**src/rtl/usr_burst_nb.sv**
```systemverilog
// usr_burst_nb: n-bit universal shift register with rotate, arithmetic shift,
// serial taps and a counted burst mode (busy/done handshake, abort).
//
// Ports:
//   clk      rising-edge clock
//   clr_n    asynchronous active-low reset
//   op       operation select (0 hold, 1 load, 2 shl, 3 shr, 4 rotl,
//            5 rotr, 6 asr, 7 burst start); only acted on in IDLE
//   data_in  parallel load value
//   dbit     serial fill bit for logical shifts (including burst steps)
//   cnt      burst length, sampled on burst start
//   bdir     burst direction (0 left, 1 right), sampled on burst start
//   abort    ends a running burst with no shift and no done
//   data_out register contents
//   sout_l   data_out[n-1] (combinational tap)
//   sout_r   data_out[0]   (combinational tap)
//   busy     high while a burst is running
//   done     one-cycle pulse after a burst completes normally
module usr_burst_nb #(
    parameter int unsigned n  = 8,
    parameter int unsigned cw = $clog2(n + 1)
) (
    input  logic          clk,
    input  logic          clr_n,
    input  logic [2:0]    op,
    input  logic [n-1:0]  data_in,
    input  logic          dbit,
    input  logic [cw-1:0] cnt,
    input  logic          bdir,
    input  logic          abort,
    output logic [n-1:0]  data_out,
    output logic          sout_l,
    output logic          sout_r,
    output logic          busy,
    output logic          done
);

    typedef enum logic [0:0] {
        IDLE = 1'b0,
        RUN  = 1'b1
    } state_t;

    localparam logic [2:0] OP_LOAD  = 3'd1;
    localparam logic [2:0] OP_SHL   = 3'd2;
    localparam logic [2:0] OP_SHR   = 3'd3;
    localparam logic [2:0] OP_ROTL  = 3'd4;
    localparam logic [2:0] OP_ROTR  = 3'd5;
    localparam logic [2:0] OP_ASR   = 3'd6;
    localparam logic [2:0] OP_BURST = 3'd7;

    state_t          state_q, state_d;
    logic [cw-1:0]   rem_q, rem_d;
    logic            dir_q, dir_d;
    logic [n-1:0]    data_d;
    logic            busy_d;
    logic            done_d;
    logic [n-1:0]    shl_fill;
    logic [n-1:0]    shr_fill;
    logic            last_step;

    assign shl_fill  = {data_out[n-2:0], dbit};
    assign shr_fill  = {dbit, data_out[n-1:1]};
    assign last_step = (rem_q == cw'(1));

    // State and registered outputs
    always_ff @(posedge clk or negedge clr_n) begin
        if (!clr_n) begin
            state_q  <= IDLE;
            rem_q    <= '0;
            dir_q    <= 1'b0;
            data_out <= '0;
            busy     <= 1'b0;
            done     <= 1'b0;
        end else begin
            state_q  <= state_d;
            rem_q    <= rem_d;
            dir_q    <= dir_d;
            data_out <= data_d;
            busy     <= busy_d;
            done     <= done_d;
        end
    end

    // Next state: abort takes priority over the final step
    always_comb begin
        state_d = state_q;
        case (state_q)
            IDLE: if (op == OP_BURST && cnt != '0) state_d = RUN;
            RUN:  if (abort || last_step) state_d = IDLE;
            default: state_d = IDLE;
        endcase
    end

    // Datapath and output next values
    always_comb begin
        data_d = data_out;
        rem_d  = rem_q;
        dir_d  = dir_q;
        done_d = 1'b0;
        case (state_q)
            IDLE: begin
                case (op)
                    OP_LOAD:  data_d = data_in;
                    OP_SHL:   data_d = shl_fill;
                    OP_SHR:   data_d = shr_fill;
                    OP_ROTL:  data_d = {data_out[n-2:0], data_out[n-1]};
                    OP_ROTR:  data_d = {data_out[0], data_out[n-1:1]};
                    OP_ASR:   data_d = {data_out[n-1], data_out[n-1:1]};
                    OP_BURST: begin
                        // zero-length burst completes immediately
                        if (cnt == '0) begin
                            done_d = 1'b1;
                        end else begin
                            rem_d = cnt;
                            dir_d = bdir;
                        end
                    end
                    default: ;
                endcase
            end
            RUN: begin
                if (abort) begin
                    rem_d = '0;
                end else begin
                    data_d = dir_q ? shr_fill : shl_fill;
                    rem_d  = rem_q - cw'(1);
                    done_d = last_step;
                end
            end
            default: ;
        endcase
        busy_d = (state_d == RUN);
    end

    assign sout_l = data_out[n-1];
    assign sout_r = data_out[0];

endmodule

```
**config.mk**
```make
export PLATFORM = sky130hd
export DESIGN_NAME = usr_burst_nb
export DESIGN_NICKNAME = d
export VERILOG_FILES = /design/src/rtl/usr_burst_nb.sv
export SDC_FILE = /design/constraint.sdc
export NUM_CORES = 1
export LEC_CHECK = 0
export BUFFER_PORTS_ARGS = -buffer_cell sky130_fd_sc_hd__buf_2
export CAP_MARGIN = 25
export CORE_MARGIN = 2
export CORE_UTILIZATION = 23
export CTS_CLUSTER_DIAMETER = 30
export DETAILED_ROUTE_END_ITERATION = 6
export PLACE_DENSITY = 0.52
export SLEW_MARGIN = 15
export SYNTH_ARGS = -nofsm -noshare
export SYNTH_HDL_FRONTEND = slang
export SYNTH_SLANG_ARGS = --single-unit
```
**constraint.sdc**
```tcl
create_clock -name clk -period 3.3 [get_ports clk]
set_clock_uncertainty 0.2 [all_clocks]
set_input_delay 0.33 -clock clk [delete_from_list [all_inputs] [get_ports clk]]
set_output_delay 0.33 -clock clk [all_outputs]
set_load 0.1 [all_outputs]
```
==> flow_metrics.env, run 1 <==
export IMPL_drc=0
export IMPL_hold_depth=2
export IMPL_cts_buffers=3
export IMPL_reg2reg_depth=3
export IMPL_finalCriticalPeriod_ns=2.22
export IMPL_max_freq_ghz=0.451
export IMPL_cts_tree="built"
export IMPL_status="finished clean"
export IMPL_first_global_vias=1047
export IMPL_final_hold_viol_count=0
export IMPL_p_clk_share_pct=12.7
export IMPL_ys_seq_elements=15
export IMPL_cts_htree_levels=1
export IMPL_dr_pass1_iters=6
export IMPL_hold_end="dir_q$_DFFE_PN0P_"
export IMPL_syn_nets=153
export IMPL_dp_hpwl_um=2220
export IMPL_gp_congestion=0.737
export IMPL_synth_top_cell_by_area="dfrtp_1"
export IMPL_max_stage_delay_ns=0.87
export IMPL_async_reset_ff_share_pct=100
export IMPL_yosys_top_cells_count="dfrtp_1, mux2i_1, nor2_1"
export IMPL_hold_start="bdir"
export IMPL_coreArea_sq_um=5140
export IMPL_cp_top_family="flip-flops"
export IMPL_grt_usage_pct=11.1
export IMPL_synth_most_common_cell="dfrtp_1"
export IMPL_comb_power_share_pct=57.6
export IMPL_fin_crit_sh_pct=67.2
export IMPL_crit_path_end_kind="output port"
export IMPL_die_w_um=77.2
export IMPL_gr_total_overflow=0
export IMPL_antenna_found_initial=0
export IMPL_vias_per_cell=4.85
export IMPL_p_per_area_nw_per_um2=852
export IMPL_clkSinkCount=15
export IMPL_internal_power_w=0.000542
export IMPL_cap_viol_max_count=0
export IMPL_max_slew_margin_pct=46.0
export IMPL_vias=1086
export IMPL_cts_resized=0
export IMPL_path_cells="buf_2"
export IMPL_hold_class="in2reg"
export IMPL_critPathKind="reg2out"
export IMPL_yosysWarnings=0
export IMPL_antennaDiodeCount=0
export IMPL_dieArea_sq_um=5970
export IMPL_die_h_um=77.2
export IMPL_tightest_slew_ns=0.810
export IMPL_dp_cells=219
export IMPL_r2r_start="state_q$_DFF_PN0_"
export IMPL_synth_distinct_cells=39
export IMPL_peakVddDrop_uv=269
export IMPL_final_util_pct=28.1
export IMPL_synth_area_sq_um=1230
export IMPL_ios=32
export IMPL_r2r_slack_ns=1.19
export IMPL_cts_buffer_depth=2
export IMPL_root_buffer="clkbuf_8"
export IMPL_synth_edf_count=0
export IMPL_num_nets_final=177
export IMPL_clock_latency_ns=0.25
export IMPL_clkTransAtPathRegs_ns=0.07
export IMPL_yosysSeqAreaShare_pct=30.4
export IMPL_fillCellCount=614
export IMPL_grt_max_degree=25
export IMPL_cp_required_ns=2.77
export IMPL_setup_violations=0
export IMPL_crit_slowest_cell="dfrtp_1"
export IMPL_fin_tns_setup_ns=0
export IMPL_drtIter0Drc=49
export IMPL_syn_to_final_growth_pct=16.9
export IMPL_path_buf_inv=1
export IMPL_slew_viol_final=0
export IMPL_start_util_pct=24.0
export IMPL_ys_dominant_reg_cell="dfrtp_1"
export IMPL_fin_cells=224
export IMPL_detail_route_antenna_nets=0
export IMPL_synth_cells=131
export IMPL_avgSynthCellArea_sq_um=9.42
export IMPL_drive_above_1_share_pct=34.4
export IMPL_wl_per_cell_um=14.1
export IMPL_port_buffers=31
export IMPL_grt_pass1_wl_um=5310
export IMPL_crit_path_max_fanout=24
export IMPL_rsz0062_at_grt="false"
export IMPL_timing_rr_end="data_out[0]$_DFFE_PN0P_"
export IMPL_worst_setup_path_start_kind="register"
export IMPL_worstPathArrival_ns=1.69
export IMPL_seq_power_share_pct=29.6
export IMPL_rows=26
export IMPL_p_leak_nw=0.603
export IMPL_synth_top_area_share_pct=30.4
export IMPL_switching_share_pct=55.8
export IMPL_synth_area_top_cells="dfrtp_1, mux2i_1, mux2_2"
export IMPL_routed_wl_um=3160
export IMPL_netSwitchingPower_w=0.000686
sequential cells by signal, indices dropped and copies added, names as in the netlist:
name      count
data_out      8
rem_q         4
dir_q         1
done          1
state_q       1
cell families (layout without fill, tap and decap cells):
group	count (synthesis)	after routing	share of synthesized area (%)
buffers and inverters	17	40	8.42
multiplexers	20	20	17.0
flip-flops	15	15	30.4
AND/OR/NAND/NOR	33	33	14.5
adder cells (fa/ha/maj)	3	3	2.84
AO/OA/AOI/OAI	40	40	24.0
XOR/XNOR	3	3	2.74
final cells by class:
cell class                      count  area, sq um  share of cell area, %
Clock buffer                        4         45.0                   3.12
Inverter                            4         15.0                   1.04
Multi-Input combinational cell     99          754                   52.3
Sequential cell                    15          375                   26.0
Tap cell                           70         87.6                   6.07
Timing Repair Buffer               32          165                   11.4
power groups by stage:
stage	combinational, W	clock, W	sequential (W)
2_1_floorplan	0.000362	0	0.000603
3_3_place_gp	0.000710	0	0.000367
3_5_place_dp	0.000710	0	0.000369
4_1_cts	0.000713	0.000160	0.000366
5_1_grt	0.000754	0.000168	0.000386
6_report	0.000708	0.000156	0.000364
layout by cell type, fill, tap and decap left out:
cell type      Yosys  layout
nor4_1             1       1
or3b_1             1       1
dfrtp_1           15      15
a221oi_1           6       6
a31oi_1            1       1
mux2_2             8       8
o221a_2            1       1
nor3_1             3       3
a21oi_2            3       3
or2_2              1       1
xnor2_1            2       2
nand3_1            1       1
ha_1               2       2
a211oi_1           1       1
maj3_1             1       1
clkbuf_1           3       1
o22ai_1            5       5
o311ai_0           1       1
and3b_1            1       1
o31ai_4            1       1
a22o_1             6       6
nor2_1            10      10
inv_1              4       4
nor3b_1            1       1
a31o_2             1       1
dlygate4sd3_1      0       1
nor3_2             1       1
buf_2              2      31
mux2i_1           12      12
o21ai_0            9       9
clkbuf_8           0       3
a21oi_1            5       5
nor4b_1            2       2
nor2b_1            1       1
xor2_2             1       1
nor2_2             1       1
nand2b_1           1       1
nand2_1            7       7
and3_4             1       1
metal layers:
layer | vias to the layer above | part of all wire, % | GRT usage, %
met2 | 20 | 46 | 16.7
met4 | 0 | 0.60 | 2.68
met1 | 529 | 50 | 16.2
met3 | 2 | 3.5 | 2.12
met5 | - | 0 | 0
li1 | 535 | - | -
worst max path at each step:
stage	from	end	slack [ns]	depth (start not counted)
2_1_floorplan	state_q$_DFF_PN0_	state_q$_DFF_PN0_	1.23	3
6_report	state_q$_DFF_PN0_	busy	1.08	1
3_5_place_dp	state_q$_DFF_PN0_	data_out[0]$_DFFE_PN0P_	1.21	3
4_1_cts	state_q$_DFF_PN0_	busy	1.07	1
5_1_grt	state_q$_DFF_PN0_	busy	1.01	1
3_3_place_gp	state_q$_DFF_PN0_	data_out[0]$_DFFE_PN0P_	1.27	3
metrics by stage:
| step | setup WS [ns] | instance area, sq um | hold WS (ns) | power, W |
|---|---|---|---|---|
| after global routing | 1.01 | 1440 | 0.131 | 0.00131 |
| after detailed placement | 1.21 | 1390 | 0.0732 | 0.00108 |
| final | 1.08 | 1440 | 0.115 | 0.00123 |
| after CTS | 1.07 | 1440 | 0.115 | 0.00124 |
| after global placement | 1.27 | 1390 | 0.0707 | 0.00108 |
| after floorplan | 1.23 | 1230 | -0.166 | 0.000964 |
timing repair:
item | 4_1_cts | 5_1_grt
setup buffers | 0 | 0
endpoints found under the hold margin | 15 | 0
hold buffers | 1 | 0
(Power assumes the default switching activity.)
==> run 2: changes to the inputs <==
- clock period: 3.3 -> 2.2 ns (I/O delays scaled with it)
==> run 2 against run 1 <==
Sequential share of layout area shrank 0.60 points. Non-clock buffer count grew 4. Clock-buffer cell count shrank 1. Critical endpoint is now data_out[6]. Power grew 52%. Largest cell class unchanged. Worst setup slack lost 0.52 ns. Cell count grew 1.8%. Routed wire length grew 2.5%. Combinational power grew 55%. Cell area grew 2.3%. Via count grew 1.4%.
==> flow_metrics.env, run 2 (synthesized netlist as in run 1, its figures left out) <==
export IMPL_max_stage_delay_ns=0.49
export IMPL_num_nets_final=181
export IMPL_tightest_slew_ns=0.567
export IMPL_crit_path_end_kind="output port"
export IMPL_detail_route_antenna_nets=0
export IMPL_clkSinkCount=15
export IMPL_top_layer="met4"
export IMPL_drtIter0Drc=86
export IMPL_rsz0062_at_grt="false"
export IMPL_cts_buffers=3
export IMPL_worst_setup_path_start_kind="register"
export IMPL_vias_per_cell=4.83
export IMPL_drc=0
export IMPL_dp_hpwl_um=2310
export IMPL_largest_register_ffs=8
export IMPL_vias=1101
export IMPL_final_hold_viol_count=0
export IMPL_worstPathArrival_ns=1.22
export IMPL_grt_max_degree=22
export IMPL_gp_congestion=0.736
export IMPL_fillCellCount=578
export IMPL_die_h_um=77.2
export IMPL_routed_wl_um=3240
export IMPL_p_leak_nw=0.621
export IMPL_cts_htree_levels=1
export IMPL_reg_largest_list="data_out: 8 flops, rem_q: 4 flops"
export IMPL_top_register="data_out"
export IMPL_finalCriticalPeriod_ns=1.64
export IMPL_fin_cells=228
export IMPL_cap_viol_max_count=0
export IMPL_setup_violations=0
export IMPL_crit_path_max_fanout=7
export IMPL_clkTransAtPathRegs_ns=0.08
export IMPL_antenna_found_initial=0
export IMPL_max_slew_margin_pct=61.9
export IMPL_first_global_vias=1086
export IMPL_cts_buffer_depth=2
export IMPL_dr_pass1_iters=4
export IMPL_grt_pass1_wl_um=5430
export IMPL_coreArea_sq_um=5140
export IMPL_syn_to_final_growth_pct=19.7
export IMPL_final_common_cell="buf_2"
export IMPL_slew_viol_final=0
export IMPL_antennaDiodeCount=0
export IMPL_peakVddDrop_uv=349
export IMPL_status="finished clean"
export IMPL_fin_crit_sh_pct=74.7
export IMPL_critPathKind="reg2out"
export IMPL_max_freq_ghz=0.609
export IMPL_m1WireLength_um=1590
export IMPL_mostFrequentLayoutCells="buf_2, dfrtp_1, mux2i_1"
export IMPL_preCtsSetupSlack_ns=0.444
export IMPL_rows=26
export IMPL_die_w_um=77.2
export IMPL_fin_tns_setup_ns=0
export IMPL_dp_cells=223
export IMPL_wl_met3_um=133
export IMPL_root_buffer="clkbuf_8"
export IMPL_crit_slowest_cell="dfrtp_1"
export IMPL_drive_above_1_share_pct=36.7
export IMPL_grt_usage_pct=11.4
export IMPL_port_buffers=31
export IMPL_clock_latency_ns=0.25
export IMPL_cp_top_family="flip-flops"
export IMPL_cts_tree="built"
export IMPL_hold_class="in2reg"
export IMPL_p_per_area_nw_per_um2=1270
export IMPL_fin_ws_ns=0.557
export IMPL_start_util_pct=24.0
export IMPL_ios=32
export IMPL_gr_total_overflow=0
export IMPL_dieArea_sq_um=5970
export IMPL_path_buf_inv=1
export IMPL_wl_per_cell_um=14.2
export IMPL_path_cells="buf_2"
export IMPL_cp_required_ns=1.78
export IMPL_route_met2_wl_um=1490
## run 2: cell count changes in the layout (fill, tap and decap cells not counted)
cell and change:
clkinvlp_4 +1, clkbuf_1 -1, buf_4 +4
## run 2: path summary, 6_finish.rpt
path,end,slack (ns),from,cells after the start
max in group asynchronous,data_out[3]$_DFFE_PN0P_,1.30,clr_n,2
max reg2reg,dir_q$_DFFE_PN0P_,0.56,state_q$_DFF_PN0_,3
min,dir_q$_DFFE_PN0P_,0.02,bdir,2
max,data_out[6],0.56,data_out[6]$_DFFE_PN0P_,1
min in group asynchronous,rem_q[3]$_DFFE_PN0P_,0.21,clr_n,2
min reg2reg,rem_q[0]$_DFFE_PN0P_,0.37,rem_q[0]$_DFFE_PN0P_,1
## run 2: final cells by class
cell class	instances	area, sq um	area share, %
multi-input combinational	99	754	51.1
sequential	15	375	25.4
timing repair buffer	36	195	13.2
tap	70	87.6	5.93
clock buffer	3	41.3	2.80
inverter	4	15.0	1.02
clock inverter	1	7.51	0.508
## run 2: what timing repair did
item                      CTS  global route
setup buffers               0             0
hold buffers                1             0
resized for setup           0             0
hold endpoints to repair   15             0
## run 2: per-stage QoR
step           util, %  area [sq um]  total power, W  hold WS [ns]
4_1_cts           28.7          1480         0.00189        0.0183
5_1_grt           28.7          1480         0.00199        0.0182
2_1_floorplan        -          1230         0.00145        -0.276
3_3_place_gp      27.6          1420         0.00163       -0.0319
6_report          28.7          1480         0.00187        0.0160
3_5_place_dp      27.6          1420         0.00163       -0.0291
## run 2: power by group
group	switching, W	internal (W)
logic	0.000773	0.000330
registers	0.000156	0.000369
clock network	0.000114	0.000127
total	0.00104	0.000826
## run 2: per-layer routing
layer,GRT usage (%),vias to the layer above
met3,2.47,2
li1,-,541
met2,17.6,23
met1,15.9,535
met4,3.04,0
met5,0,-
